--- src/rtl/mux_sched_pkg.sv ---
// Shared constants and state encoding for the
// round-robin mux scheduler.
package mux_sched_pkg;
  localparam int NUM_REQ = 32;
  localparam int SEL_W = 5;
  localparam int DATA_W = 2;

  typedef enum logic [1:0] {
    IDLE = 2'd0,
    CAPT = 2'd1,
    SEND = 2'd2
  } state_t;
endpackage

--- src/rtl/rr_priority_pick.sv ---
// Rotate-priority encoder: first set req at or
// after ptr, wrapping mod NUM_REQ.
module rr_priority_pick
  import mux_sched_pkg::*;
(
  input  logic [NUM_REQ-1:0] req,
  input  logic [SEL_W-1:0]   ptr,
  output logic               any,
  output logic [SEL_W-1:0]   idx
);

  logic [2*NUM_REQ-1:0] dbl;
  logic [NUM_REQ-1:0]   rot;

  always_comb begin
    dbl = {req, req} >> ptr;
    rot = dbl[NUM_REQ-1:0];
    any = |req;
    idx = ptr;
    // scan high to low so the lowest rotated bit wins
    for (int i = NUM_REQ - 1; i >= 0; i--) begin
      if (rot[i]) idx = ptr + SEL_W'(i);
    end
  end

endmodule

--- src/rtl/mux_rr_scheduler.sv ---
// Round-robin scheduler for a shared 32:1 mux with
// a captured valid/ready output.
module mux_rr_scheduler
  import mux_sched_pkg::*;
(
  input  logic               clk,
  input  logic               rst_n,
  input  logic [NUM_REQ-1:0] req,
  input  logic [DATA_W-1:0]  mux_out,
  output logic [SEL_W-1:0]   sel,
  output logic [NUM_REQ-1:0] gnt,
  output logic               out_valid,
  input  logic               out_ready,
  output logic [DATA_W-1:0]  out_data,
  output logic [SEL_W-1:0]   out_src
);

  state_t           state;
  logic [SEL_W-1:0] ptr;
  logic             pick_any;
  logic [SEL_W-1:0] pick_idx;

  rr_priority_pick u_pick (
    .req (req),
    .ptr (ptr),
    .any (pick_any),
    .idx (pick_idx)
  );

  always_ff @(posedge clk or negedge rst_n) begin
    if (!rst_n) begin
      state     <= IDLE;
      sel       <= '0;
      gnt       <= '0;
      out_valid <= 1'b0;
      out_data  <= '0;
      out_src   <= '0;
      ptr       <= '0;
    end else begin
      unique case (state)
        IDLE: begin
          if (pick_any) begin
            sel   <= pick_idx;
            gnt   <= NUM_REQ'(1) << pick_idx;
            state <= CAPT;
          end
        end
        CAPT: begin
          out_data  <= mux_out;
          out_src   <= sel;
          out_valid <= 1'b1;
          state     <= SEND;
        end
        SEND: begin
          if (out_ready) begin
            out_valid <= 1'b0;
            gnt       <= '0;
            ptr       <= sel + SEL_W'(1);
            state     <= IDLE;
          end
        end
        default: state <= IDLE;
      endcase
    end
  end

endmodule

--- config.mk ---
export PLATFORM = sky130hd
export DESIGN_NAME = mux_rr_scheduler
export DESIGN_NICKNAME = d
export VERILOG_FILES = /design/src/rtl/mux_sched_pkg.sv /design/src/rtl/rr_priority_pick.sv /design/src/rtl/mux_rr_scheduler.sv
export SDC_FILE = /design/constraint.sdc
export NUM_CORES = 1
export LEC_CHECK = 0
export CAP_MARGIN = 40
export CORE_MARGIN = 5
export CORE_UTILIZATION = 45
export DETAILED_ROUTE_END_ITERATION = 10
export PLACE_DENSITY = 0.67
export RECOVER_POWER = 25
export SLEW_MARGIN = 25
export SYNTH_ARGS = -nofsm -noshare
export SYNTH_HDL_FRONTEND = slang
export SYNTH_SLANG_ARGS = --single-unit
--- constraint.sdc ---
create_clock -name clk -period 4.5 [get_ports clk]
set_clock_uncertainty 0.2 [all_clocks]
set_input_delay 0.45 -clock clk [delete_from_list [all_inputs] [get_ports clk]]
set_output_delay 0.45 -clock clk [all_outputs]
set_load 0.02 [all_outputs]
==> metrics.cfg, run 1 <==
[yosys]
synth_edf_count=0
synth_nets=1073
ys_warn_count=0
ys_seq_area_share_pct=14.47
synth_ff_type=dfrtp_1
postSynthCellCount=1024
synth_area_leaders=mux4_2 17%, dfrtp_1 14%, mux2i_1 7.0%
ys_top_cells_by_count=110 x nand2_1, 69 x mux4_2, 63 x mux2i_1, 62 x nor2_1
synth.avg_cell_area_um2=8.784
synth.distinct_cells=83
ys_seq_elements=52
yosys.area.top_type_share_pct=17.28
synth_top_area_cell=mux4_2
post-synth-top-count-cell=nand2_1
async_flop_share_pct=100.0
synthesis.area_um2=8995

[worst_setup_path]
crit_slowest_cell=mux4_2
crit_start=ptr[1]
startpoint_type=flip-flop
critPathMaxFanout=8
cpPeakStageDelay_ps=570
path_common_cell=mux4_2
crit_chain=clkbuf_16 -> buf_4 -> mux2_4 -> mux4_2 -> mux4_2 -> a211oi_2 -> o41ai_1 -> or4_1 -> a221oi_2 -> o21ai_2 -> and2_4 -> and3_4 -> a32o_1
worstReg2RegStart=ptr[1]
worstPathRequired_ps=4490
cp-end-kind=flip-flop
worstPathArrival_ps=4450
critPathKind=reg2reg

[placed_design]
placedInstanceArea_um2=11940
port_buffers=81
place_congestion=1.071
dpl.hpwl_mm=33.75

[timing]
drv_slew=0
whs_ps=283.3
fin_crit_ps=4468
final_min_period_over_clock_period_pct=99.29
finalHoldViolCount=0
slew_headroom_pct=6.138
fmax_mhz=223.8
max_slew.worst_pin.slew_ps=1408
report.final.setup_viol=0
rsz0062_at_grt=yes

[job]
max_cap_violations=0

[grt]
grt_pass1_wl_mm=62.44
grt_pass1_vias=10090
grt.total_usage_pct=36.05
gr-total-overflow=0
grt_max_degree=52
antenna_found_initial=0

[route]
drt_wl_total_mm=41.96
dr.pass1.iters=9
drtIter0Drc=1252
via_count=10690
wl_per_cell_um=26.26
routed_via_density=6.690
route.detailed.drc=1
drtAntennaViolNets=0

[floorplan]
rows=51
dieArea_um2=22920
die_h_um=151.4
dieWidth_um=151.4
start_util_pct=45.92
coreArea_um2=19590
ios=82

[layout]
nNetsFinal=1381
syn2layout_area_growth_pct=38.95
drive_gt1_share_pct=37.06
fin_area_um2=12500
fillers=1760
n_antenna_cell=0
regArea_um2=1313
multi_input_area_um2=7370

[hold_path]
min_from=gnt[21]
hold_class=reg2reg

[clock_network]
clk_pin_slew_ps=70
h-tree-depth=2
clkLatencyLatePin_ps=300
clkSinkCount=52
numCtsBuffers=5
cts_root_buf=clkbuf_16
cts_tree=built
clock_path_buffers=2

[outcome]
violations=design-rule violations
outcome=finished with violations

==> path summary, 6_finish.rpt <==
path                       slack [ps]       to  depth (start not counted)
min                               280  gnt[21]                          2
min reg2reg                       280  gnt[21]                          2
max                                30  gnt[28]                         13
min in group asynchronous         810  gnt[26]                          2
max in group asynchronous        2190   ptr[3]                          3
max reg2reg                        30  gnt[28]                         13
==> critical path: cells and delay by family, from the launching register on <==
family                 cells  cell delay (ps)
muxes                      3             1360
AOI/OAI and AO/OA          5              990
DFF                        1              560
and+or+nand+nor            3              910
buffers and inverters      2              340
==> sequential cells by signal, indices dropped and copies added (netlist names) <==
register / count
gnt: 32
out_data: 2
out_src: 5
out_valid: 1
ptr: 5
sel: 5
state: 2
==> routing by layer <==
metal	GRT usage (%)	wire length [um]	part of all wire [%]
met5	0	0	0
met3	5.296	3690	8.8
met2	56.17	19010	45
met1	49.46	16820	40
met4	16.50	2437	5.8
==> cells by family (layout without fill, tap and decap cells) <==
kind of cell	after synthesis	in the layout	synth area share, %
xor gates and xnor gates	25	25	2.434
DFF	52	52	14.47
AOI/OAI and AO/OA	332	332	26.37
adders and majority gates	12	12	1.669
muxes	193	193	33.09
buffers and inverters	107	416	5.940
and+or+nand+nor	303	303	16.02
==> area by class of cell <==
type	count	share of cell area (%)
Multi-Input combinational cell	865	58.97
Clock buffer	5	1.001
Tap cell	265	2.653
Inverter	22	0.6707
Clock inverter	3	0.2102
Sequential cell	52	10.50
Timing Repair Buffer	386	26.00
==> what timing repair did <==
item | in CTS | in global routing
gates resized for setup | 6 | 54
endpoints found under the hold margin | 26 | 0
setup endpoints to repair | 33 | 35
pin swaps | 0 | 23
hold buffers | 1 | 0
cloned | 0 | 1
buffers inserted | 2 | 13
==> stage by stage <==
stage          util [%]  setup TNS [ps]  cells  setup WS, ps
6_report          63.80               0   1598         31.94
5_1_grt           63.80          -84.37   1598        -31.62
4_1_cts           62.00               0   1584         9.579
3_5_place_dp      60.96          -18660   1573        -641.1
3_3_place_gp      60.96          -16940   1573        -572.8
2_1_floorplan         -               0   1024         22.12
==> cell usage in the layout (no fill, tap or decap), drive strengths merged, types with 6 or more instances in the layout <==
master	Yosys	layout
buf	47	303
nand2	113	113
o21ai	81	81
mux4	76	76
clkdlybuf4s50	0	75
mux2i	63	63
nor2	62	62
mux2	54	54
dfrtp	52	52
a21oi	46	46
nand3	37	37
inv	21	22
xnor2	21	21
a211oi	20	20
a31oi	18	18
a22o	17	17
o22ai	17	17
nor3	15	15
o211ai	13	13
ha	12	12
a22oi	11	11
nor2b	10	10
nand2b	10	10
a21o	10	10
a211o	10	10
and3	10	10
o31ai	10	10
nor4	9	9
and2	8	8
a2111oi	8	8
clkbuf	38	7
nor3b	6	6
o211a	6	6
nand4	6	6
Power of run 1 is left out: the tool's default activity adds up to more than one toggle a clock period on the data nets, which glitch-free logic cannot reach.
==> run 2, diff against run 1 <==
--- a/config.mk
+++ b/config.mk
@@ -11,7 +11,7 @@
 export DETAILED_ROUTE_END_ITERATION = 10
 export PLACE_DENSITY = 0.67
 export RECOVER_POWER = 25
-export SLEW_MARGIN = 25
+export SLEW_MARGIN = 10
 export SYNTH_ARGS = -nofsm -noshare
 export SYNTH_HDL_FRONTEND = slang
 export SYNTH_SLANG_ARGS = --single-unit
==> results of run 2 <==
The final DEF is identical to that of run 1; final timing and power are the same.
Power of run 2 is left out for the same reason.
